### src/rtl/d_fifo_reader.sv
// Consumer side of the D0/D1 destination FIFOs: round-robin pop, single tagged
// output stream, routing-bit check and per-destination word counters.
//
// state | meaning
// IDLE  | writer inactive, nothing to drain
// RUN   | writer active, popping whenever downstream is ready
// DRAIN | writer went inactive, emptying whatever is left in D0/D1
// ERROR | writer error or misrouted word seen; frozen until reset
module d_fifo_reader #(
  parameter int data_width  = 6,
  parameter int dest_bit    = 4,
  parameter int count_width = 8
) (
  input  logic                   clk,
  input  logic                   reset,
  input  logic [data_width-1:0]  data_out_D0,
  input  logic [data_width-1:0]  data_out_D1,
  input  logic                   empty_fifo_D0,
  input  logic                   empty_fifo_D1,
  input  logic                   active_in,
  input  logic                   error_in,
  input  logic                   ready_in,
  output logic                   D0_pop,
  output logic                   D1_pop,
  output logic [data_width-1:0]  data_out,
  output logic                   valid_out,
  output logic                   src_out,
  output logic [count_width-1:0] cnt_D0,
  output logic [count_width-1:0] cnt_D1,
  output logic [1:0]             state_out,
  output logic                   idle_out,
  output logic                   error_out
);

  localparam logic [1:0] IDLE  = 2'd0;
  localparam logic [1:0] RUN   = 2'd1;
  localparam logic [1:0] DRAIN = 2'd2;
  localparam logic [1:0] ERROR = 2'd3;

  localparam logic [count_width-1:0] CNT_ONE = count_width'(1);

  logic [1:0]            state;
  logic [1:0]            state_nxt;
  logic                  last_grant;
  logic                  grant;
  logic                  pop_ok;
  logic                  route_err;
  logic [data_width-1:0] head;

  // error_in gates the pop combinationally so an error cycle never consumes a word
  always_comb begin
    pop_ok = reset && ((state == RUN) || (state == DRAIN)) && ready_in && !error_in &&
             !(empty_fifo_D0 && empty_fifo_D1);
    if (!empty_fifo_D0 && !empty_fifo_D1)
      grant = ~last_grant;
    else
      grant = empty_fifo_D0;
    head      = grant ? data_out_D1 : data_out_D0;
    route_err = pop_ok && (head[dest_bit] != grant);
  end

  assign D0_pop = pop_ok && !grant;
  assign D1_pop = pop_ok && grant;

  always_comb begin
    state_nxt = state;
    case (state)
      IDLE:    if (active_in) state_nxt = RUN;
      RUN: begin
        if (error_in || route_err) state_nxt = ERROR;
        else if (!active_in)       state_nxt = DRAIN;
      end
      DRAIN: begin
        if (error_in || route_err) state_nxt = ERROR;
        else if (active_in)        state_nxt = RUN;
        else if (empty_fifo_D0 && empty_fifo_D1 && !pop_ok) state_nxt = IDLE;
      end
      default: state_nxt = ERROR;
    endcase
  end

  always_ff @(posedge clk or negedge reset) begin
    if (!reset) begin
      state      <= IDLE;
      data_out   <= '0;
      valid_out  <= 1'b0;
      src_out    <= 1'b0;
      cnt_D0     <= '0;
      cnt_D1     <= '0;
      last_grant <= 1'b1;
    end else begin
      state     <= state_nxt;
      valid_out <= pop_ok;
      if (pop_ok) begin
        data_out   <= head;
        src_out    <= grant;
        last_grant <= grant;
        if (grant) cnt_D1 <= cnt_D1 + CNT_ONE;
        else       cnt_D0 <= cnt_D0 + CNT_ONE;
      end
    end
  end

  assign state_out = state;
  assign idle_out  = (state == IDLE);
  assign error_out = (state == ERROR);

endmodule

### config.mk
export PLATFORM = sky130hd
export DESIGN_NAME = d_fifo_reader
export DESIGN_NICKNAME = d
export VERILOG_FILES = /design/src/rtl/d_fifo_reader.sv
export SDC_FILE = /design/constraint.sdc
export NUM_CORES = 1
export LEC_CHECK = 0
export CORE_MARGIN = 3
export CORE_UTILIZATION = 40
export CTS_BUF_LIST = sky130_fd_sc_hd__clkbuf_4 sky130_fd_sc_hd__clkbuf_8 sky130_fd_sc_hd__clkbuf_16
export DETAILED_ROUTE_END_ITERATION = 7
export PLACE_DENSITY = 0.82
export SKIP_LAST_GASP = 1
export SLEW_MARGIN = 20
export SYNTH_ARGS = -nofsm -noshare
export SYNTH_HDL_FRONTEND = slang
export SYNTH_SLANG_ARGS = --single-unit
export TNS_END_PERCENT = 30
### constraint.sdc
create_clock -name clk -period 1.75 [get_ports clk]
set_input_delay 0.175 -clock clk [delete_from_list [all_inputs] [get_ports clk]]
set_output_delay 0.175 -clock clk [all_outputs]
set_load 0.02 [all_outputs]
== Word-level counts from Yosys, hierarchy flattened ==
Cells that the tools add are included.

* Logic and storage cells: 49
* Flip-flop bits (word level): 27
* Input port bits: 19

* Add/subtract/negate cells: 2
* Reductions and logical operators: 22
* Equal/unequal tests: 7
* Bitwise gates (word level): 2
* Mux-type cells: 9

{| class="wikitable"
|+ Operators with widths
! kind !! number
|-
| $add 8x1->8 const B || 2
|-
| $mux 2 || 6
|-
| $logic_and 1x1->1 || 10
|-
| $logic_not 1->1 || 6
|-
| $mux 6 || 1
|-
| $pmux 2 s3 || 1
|-
| $eq 2x2->1 const B || 2
|-
| $ne 4x2->1 const B || 1
|-
| $reduce_and 2->1 || 2
|-
| $ne 3x2->1 const B || 1
|-
| $reduce_and 3->1 || 1
|-
| $eq 2x1->1 const B || 1
|-
| $logic_not 2->1 || 1
|-
| $logic_or 1x1->1 || 2
|-
| $ne 2x2->1 const B || 1
|-
| $not 1->1 || 2
|-
| $mux 1 || 1
|-
| $ne 1x1->1 || 1
|}

== Logic depth before layout (Yosys ltp) ==
Gate-level depths: netlist of the first run.

* Depth in word-level cells: 12
* Depth in mapped cells: 7
* Mapped depth without buffers: 6

== Worst setup path before layout of the first run ==
OpenSTA, ideal clock, no wires.

* Kind: register to register
* Start: register state[0], in the netlist state_out[0]
* End: register cnt_D1[1]
* Slack: -139 ps
* Cell stages (with the launch flop): 7
* Setup time: 125 ps
* Path buffers: 1
* Data arrival time: 1764 ps
* Path through: dfrtp_1 -> inv_1 -> ha_1 -> and4b_1 -> and3_1 -> buf_4 -> mux2_4

* Word-level cells in the longest chain between the ends: 7
* Elaborated cells on any way between the ends: 8
* Those cells by class: 2 x eq/ne; 6 x reduce/logical

{| class="wikitable"
|+ Ends and longest elaborated chain
! item !! line !! text
|-
| from (decl) || 42 || <nowiki>logic [1:0] state;</nowiki>
|-
| from (signal assigned) || 92 || <nowiki>state <= state_nxt;</nowiki>
|-
| $eq 2x1->1 or $eq 2x2->1 (tied branches) || 52 || <nowiki>pop_ok = reset && ((state == RUN) || (state == DRAIN)) && ready_in && !error_in &&</nowiki>
|-
| $logic_or 1x1->1 (*) || 52 ||
|-
| $logic_and 1x1->1 (*) (4 in a row) || 52 ||
|-
| $reduce_and 2->1 (no source line) (*) || - ||
|-
| to (signal assigned) || 98 || <nowiki>if (grant) cnt_D1 <= cnt_D1 + CNT_ONE;</nowiki>
|-
| to (decl) || 29 || <nowiki>output logic [count_width-1:0] cnt_D1,</nowiki>
|}

Every way passes the cells marked *; elsewhere a longest branch is shown, timed or not.
A chain may end at the register's enable or synchronous reset.

== Worst setup path after layout of the first run ==
* Start: register state[0], in the netlist state_out[0]
* End: output D1_pop

* Word-level cells in the longest chain between the ends: 7
* Elaborated cells on any way between the ends: 8
* Those cells by class: 2 x eq/ne; 6 x reduce/logical

{| class="wikitable"
|+ Ends and longest elaborated chain
! item !! line !! text
|-
| $eq 2x1->1 or $eq 2x2->1 (tied branches) || 52 ||
|-
| $logic_or 1x1->1 (*) || 52 ||
|-
| $logic_and 1x1->1 (*) (4 in a row) || 52 ||
|-
| $logic_and 1x1->1 (*) || 63 || <nowiki>assign D1_pop = pop_ok && grant;</nowiki>
|-
| to (decl) || 24 || <nowiki>output logic D1_pop,</nowiki>
|}

Marked as above.

==> results.sh, run 1 <==
export IMPL_status="finished with violations"
export IMPL_violations="negative setup slack"
export IMPL_p_sw_w=0.00105
export IMPL_drc=0
export IMPL_routedWlPerCell_um=13.7
export IMPL_synth_simple_area_share_pct=16.0
export IMPL_use_met1_pct=19.8
export IMPL_final_cell_area_mm2=0.00213
export IMPL_cts_hold_buf=0
export IMPL_path_buf_inv=2
export IMPL_vias=1122
export IMPL_synthXorXnorAreaFrac_pct=8.72
export IMPL_slew_headroom_pct=77.5
export IMPL_synthMuxAreaShare_pct=7.92
export IMPL_worstPathMaxFanout=2
export IMPL_area_growth_pct=51.5
export IMPL_numPortBuffers=48
export IMPL_place_congestion=0.782
export IMPL_max_cap_viol_count=0
export IMPL_synth_top_family_by_area="simple AND/OR/NAND/NOR gates"
export IMPL_track_usage_pct=16.4
export IMPL_worstPathArrival_ns=1.59
export IMPL_io_pins=49
export IMPL_slew_viol_final=0
export IMPL_stdcell_count=231
export IMPL_critical_path_top_delay_family="simple AND/OR/NAND/NOR gates"
export IMPL_drtPass1Iterations=4
export IMPL_cts_sinks=27
export IMPL_final_cell_mix="clkdlybuf4s50_1 (44), dfrtp_1 (24), buf_4 (17), nor2_1 (14), xnor2_1 (12)"
export IMPL_die_height_um=65.3
export IMPL_grt_pass1_vias=1227
export IMPL_cts_tree="yes"
export IMPL_rsz0062_at_grt="yes"
export IMPL_overflow=0
export IMPL_insertion_delay_ns=0.32
export IMPL_power_density_mw_per_mm2=1280
export IMPL_skew_ns=0.00777
export IMPL_dpl_cell_area_mm2=0.00206
export IMPL_yosysUniqueCellTypes=34
export IMPL_cts_buffer_depth=2
export IMPL_ir_drop_uv=829
export IMPL_crit_type="flip-flop to output pin"
export IMPL_synth_fa_ha_area_share_pct=5.34
export IMPL_met3_usage_pct=3.25
export IMPL_worstSetupStartpointType="flip-flop"
export IMPL_postSynthRegisterBits=27
export IMPL_slowest_stage="dfrtp_2"
export IMPL_die_w_um=65.3
export IMPL_timing_hold_violations_final=0
export IMPL_netlist_top_cells_area="dfrtp_1 (46%), xnor2_1 (7.5%), ha_1 (5.3%), mux2i_1 (5.0%), nand4_1 (4.0%)"
export IMPL_syn_area_per_cell_um2=11.6
export IMPL_utilization_pct=66.5
export IMPL_synth_area_mm2=0.00141
export IMPL_place_detailed_hpwl_mm=2.51
export IMPL_grt_pass1_wl_mm=5.44
export IMPL_p_sw_share_pct=38.6
export IMPL_cts_htree_levels=1
export IMPL_max_stage_delay_ns=0.40
export IMPL_drive_gt1_share_pct=23.0
export IMPL_p_seq_share_pct=35.1
export IMPL_cts_buffers=3
export IMPL_synthesis_nets=146
export IMPL_fp_dieArea_mm2=0.00426
export IMPL_antenna_found_initial=0
export IMPL_p_int_w=0.00167
export IMPL_ant_nets=0
export IMPL_synth_compound_area_share_pct=10.3
export IMPL_routed_wirelength_mm=3.17
export IMPL_fmax_mhz=568
export IMPL_clockPowerShare_pct=10.1
export IMPL_clkTransAtPathRegs_ns=0.14
export IMPL_synth_warnings=0
export IMPL_rows=20
export IMPL_cp_cell_sequence="inv_2 > ha_4 > and4b_1 > and3_4 > buf_6"
export IMPL_use_met2_pct=28.8
export IMPL_final_common_cell="clkdlybuf4s50_1"
export IMPL_end_kind="output pin"
export IMPL_setup_viol=1
export IMPL_antenna_cells=0
export IMPL_yosys_area_top_type_share_pct=46.3
export IMPL_total_power_w=0.00272
export IMPL_power_frac_comb_pct=54.8
export IMPL_setup_ws_ns=-0.0118
export IMPL_period_needed_ns=1.76
export IMPL_coreArea_mm2=0.00320
export IMPL_post_route_period_util_pct=101
export IMPL_synth_seq_area_share_pct=48.1
export IMPL_routed_via_density=4.86
export IMPL_busiest_layer="met2"
export IMPL_grt_max_degree=26
export IMPL_yosys_area_top_type="dfrtp_1"
export IMPL_power_leakage_nw=0.962
export IMPL_start_util_pct=43.9
export IMPL_root_buffer="clkbuf_4"
export IMPL_layout_nets=213
export IMPL_dp_cells=227
export IMPL_required_ns=1.57
export IMPL_drt_iter0_markers=34
export IMPL_synth_cells=121
export IMPL_hp_class="input pin to asynchronous set/reset pin"
export IMPL_tightest_slew_ns=0.337
[worst register-to-register path, cell delays in order (launching register included)]
cell and delay, ns:
dfrtp_2 0.44, inv_2 0.09, buf_6 0.10, ha_4 0.12, a21bo_4 0.22, a222oi_1 0.35, o21ai_2 0.12, o32a_1 0.18
[Yosys cell counts, drive strengths merged]
cell type  number
xor2            2
a211oi          1
o21ai           1
or2             1
nand2b          1
a2111oi         1
a21bo           1
mux2i           7
a31oi           1
a222oi          1
nand4           9
xnor2          12
nand4b          1
and3            5
dfrtp          26
o32a            1
a21boi          1
a211o           1
inv             4
a21oi           8
nor3b           1
buf             4
o21bai          1
nand3           1
and4b           1
nor2           14
mux2            3
nand2           4
ha              6
dfstp           1
[routing by layer]
metal,wire length (µm),vias to the layer above
li1,-,560
met1,1320,526
met2,1640,34
met3,186,2
met4,27,0
met5,0,-
[metrics by stage]
step	setup TNS (ns)	setup slack [ns]	hold WS [ns]
6_report	-0.0118	-0.0118	0.236
5_1_grt	-0.353	-0.0929	0.244
4_1_cts	-0.294	-0.100	0.230
3_5_place_dp	-0.754	-0.237	0.463
3_3_place_gp	-0.667	-0.228	0.460
2_1_floorplan	-0.00999	-0.00999	-0.121
[registers in the layout (all words and copies together), names as in the netlist]
register    cells
cnt_D0          8
cnt_D1          8
data_out        6
state_out       2
last_grant      1
src_out         1
valid_out       1
[kinds of logic (layout without fill, tap and decap cells)]
group	Yosys count	after routing
adder cells (fa/ha/maj)	6	6
AO/OA/AOI/OAI	18	18
AND/OR/NAND/NOR	38	38
multiplexers	10	10
buffers and inverters	8	74
flip-flops	27	27
XOR/XNOR	14	14
[final timing paths]
| path | to | slack [ns] | startpoint | cells after the start |
|---|---|---|---|---|
| min in group clk | data_out[5] | 0.46 | data_out_D0[5] | 3 |
| worst max register to register | state_out[0] | 0.02 | state_out[0] | 7 |
| worst min-delay path | state_out[1] | 0.24 | reset | 2 |
| max in group asynchronous | last_grant | 1.12 | reset | 2 |
| worst max-delay path | D1_pop | -0.01 | state_out[0] | 5 |
| worst min register to register | cnt_D1[7] | 0.48 | cnt_D1[7] | 1 |
[power groups by stage]
stage          clock, W  combinational (W)  sequential [W]
3_5_place_dp          0            0.00146        0.000958
5_1_grt        0.000316            0.00162        0.000984
4_1_cts        0.000292            0.00146        0.000951
6_report       0.000276            0.00149        0.000954
3_3_place_gp          0            0.00142        0.000950
2_1_floorplan         0           0.000588         0.00115
[area by class of cell]
cell class	count	area, µm²
multi-input cells	86	728
repair buffers	66	623
fillers	258	1070
well taps	44	55.1
inverters	4	15.0
flip-flops and latches	27	679
clock inverters	1	7.51
clock buffers	3	22.5
[timing repair]
item | CTS | global route
endpoints found under the setup margin | 5 | 17
pin swaps | 0 | 4
gates resized for setup | 9 | 15
hold endpoints to repair | 0 | 0
buffers inserted | 0 | 0
Power figures use the tool's default switching activity.
==> run 2, diff against run 1 <==
--- a/config.mk
+++ b/config.mk
@@ -5,13 +5,14 @@
 export SDC_FILE = /design/constraint.sdc
 export NUM_CORES = 1
 export LEC_CHECK = 0
+export CORE_ASPECT_RATIO = 0.8
 export CORE_MARGIN = 3
 export CORE_UTILIZATION = 40
 export CTS_BUF_LIST = sky130_fd_sc_hd__clkbuf_4 sky130_fd_sc_hd__clkbuf_8 sky130_fd_sc_hd__clkbuf_16
 export DETAILED_ROUTE_END_ITERATION = 7
 export PLACE_DENSITY = 0.82
 export SKIP_LAST_GASP = 1
-export SLEW_MARGIN = 20
+export SLEW_MARGIN = 10
 export SYNTH_ARGS = -nofsm -noshare
 export SYNTH_HDL_FRONTEND = slang
 export SYNTH_SLANG_ARGS = --single-unit
==> run 2 against run 1 <==
  * Critical path depth up 2
  * Register-to-register slack worse by 0.03 ns
  * Setup slack better by 0.0016 ns
  * Clock power up 29%
  * Largest cell class unchanged
  * The run still ends with negative setup slack left
  * Highest routed layer unchanged
  * Sequential power about the same
==> results.sh, run 2 (synthesis gave the netlist of run 1 again) <==
export IMPL_status="finished with violations"
export IMPL_violations="negative setup slack"
export IMPL_fp_dieArea_mm2=0.00427
export IMPL_start_util_pct=43.7
export IMPL_cts_tree="yes"
export IMPL_worstPathArrival_ns=1.92
export IMPL_p_sw_w=0.00105
export IMPL_rows=18
export IMPL_dp_cells=221
export IMPL_place_detailed_hpwl_mm=2.49
export IMPL_coreArea_mm2=0.00322
export IMPL_place_congestion=0.953
export IMPL_ir_drop_uv=981
export IMPL_cts_buffers=3
export IMPL_drt_iter0_markers=40
export IMPL_grt_max_degree=28
export IMPL_antenna_found_initial=0
export IMPL_track_usage_pct=16.2
export IMPL_rsz0062_at_grt="yes"
export IMPL_setup_viol=1
export IMPL_fillerInstances=252
export IMPL_power_leakage_nw=0.964
export IMPL_r2r_slack_ns=-0.01
export IMPL_final_common_cell="clkdlybuf4s50_1"
export IMPL_timing_hold_violations_final=0
export IMPL_overflow=0
export IMPL_p_seq_share_pct=34.0
export IMPL_drc=0
export IMPL_slew_headroom_pct=72.7
export IMPL_layout_nets=212
export IMPL_routedWlPerCell_um=13.7
export IMPL_p_int_w=0.00176
export IMPL_insertion_delay_ns=0.27
export IMPL_fmax_mhz=568
export IMPL_max_cap_viol_count=0
export IMPL_power_frac_comb_pct=53.4
export IMPL_cts_htree_levels=1
export IMPL_worstPathMaxFanout=2
export IMPL_r2r_start="state_out[0]"
export IMPL_p_sw_share_pct=37.4
export IMPL_reg_top3="cnt_D0 x8, cnt_D1 x8, data_out x6"
export IMPL_tightest_slew_ns=0.409
export IMPL_period_needed_ns=1.76
export IMPL_slew_viol_final=0
export IMPL_hp_class="input pin to asynchronous set/reset pin"
export IMPL_worstSetupStartpointType="flip-flop"
export IMPL_setup_tns_ns=-0.0102
export IMPL_ant_nets=0
export IMPL_skew_ns=0.00132
export IMPL_ff2ff_path_depth=7
export IMPL_antenna_cells=0
export IMPL_reg2reg_to="state_out[0]"
export IMPL_vias=1167
export IMPL_die_w_um=72.3
export IMPL_drive_gt1_share_pct=22.0
export IMPL_setup_ws_ns=-0.0102
export IMPL_root_buffer="clkbuf_8"
export IMPL_grt_pass1_vias=1182
export IMPL_area_growth_pct=51.9
export IMPL_required_ns=1.91
export IMPL_routed_wirelength_mm=3.10
export IMPL_final_cell_mix="clkdlybuf4s50_1 (45), dfrtp_1 (24), buf_4 (15), nor2_1 (14), xnor2_1 (12)"
export IMPL_die_height_um=59.0
export IMPL_grt_pass1_wl_mm=5.31
export IMPL_drtPass1Iterations=4
export IMPL_stdcell_count=226
export IMPL_clockPowerShare_pct=12.6
export IMPL_crit_type="flip-flop to flip-flop"
export IMPL_cts_buffer_depth=2
export IMPL_post_route_period_util_pct=101
export IMPL_routed_via_density=5.16
export IMPL_power_density_mw_per_mm2=1320
export IMPL_numPortBuffers=48
export IMPL_io_pins=49
export IMPL_cts_hold_buf=0
export IMPL_end_kind="flip-flop"
export IMPL_clkTransAtPathRegs_ns=0.09
export IMPL_cts_sinks=27
[run 2: cell count changes in the layout (fill, tap and decap cells not counted), sizes merged]
cell,change
clkdlybuf4s50,+1
clkinvlp,-1
clkinv,+1
buf,-1
dlygate4sd2,-1
[run 2: area by class of cell]
| type | instances | area (µm²) | share of cell area, % |
|---|---|---|---|
| Clock inverter | 1 | 5.00 | 0.234 |
| Timing Repair Buffer | 65 | 621 | 29.1 |
| Sequential cell | 27 | 679 | 31.8 |
| Inverter | 4 | 15.0 | 0.703 |
| Tap cell | 40 | 50.0 | 2.34 |
| Clock buffer | 3 | 41.3 | 1.93 |
| Multi-Input combinational cell | 86 | 724 | 33.9 |
[run 2: worst max path at each step]
stage | slack, ns | end | start | depth (start not counted)
3_5_place_dp | -0.24 | state_out[0] | empty_fifo_D1 | 6
3_3_place_gp | -0.19 | D1_pop | reset | 4
4_1_cts | -0.09 | state_out[0] | state_out[0] | 7
2_1_floorplan | -0.01 | cnt_D1[1] | state_out[0] | 6
6_report | -0.01 | state_out[0] | state_out[0] | 7
5_1_grt | -0.11 | state_out[0] | state_out[0] | 7
[run 2: metal layers]
metal  up-vias  track usage, %  wire length (µm)
met2        46            29.4              1540
li1        562               -                 -
met4         0            4.29                43
met5         -               0                 0
met1       552            18.1              1250
met3         7            5.42               267
[run 2: through the flow]
step | hold WS, ns | area, µm² | util (%) | setup WS (ns) | total power (W)
5_1_grt | 0.480 | 2140 | 66.3 | -0.114 | 0.00302
4_1_cts | 0.442 | 2080 | 64.6 | -0.0884 | 0.00279
2_1_floorplan | -0.121 | 1430 | - | -0.00999 | 0.00174
3_3_place_gp | 0.460 | 2040 | 63.5 | -0.189 | 0.00237
3_5_place_dp | 0.481 | 2040 | 63.5 | -0.243 | 0.00243
6_report | 0.443 | 2140 | 66.3 | -0.0102 | 0.00282
[run 2: power by group through the flow]
stage | sequential [W] | clock, W | combinational, W
after global routing | 0.000988 | 0.000388 | 0.00164
after global placement | 0.000951 | 0 | 0.00142
after floorplan | 0.00115 | 0 | 0.000588
after detailed placement | 0.000963 | 0 | 0.00146
final | 0.000957 | 0.000355 | 0.00150
after CTS | 0.000954 | 0.000365 | 0.00147
[run 2: worst max-delay path: stages, from the launching register on]
cell	delay, ns
dfrtp_2	0.42
inv_2	0.08
buf_6	0.10
ha_4	0.11
a21bo_4	0.21
a222oi_1	0.41
o21ai_2	0.13
o32a_1	0.19
[run 2: timing repair]
item | 4_1_cts | 5_1_grt
resized for setup | 8 | 14
endpoints found under the setup margin | 5 | 17
pin swaps | 0 | 5
setup buffers | 0 | 1
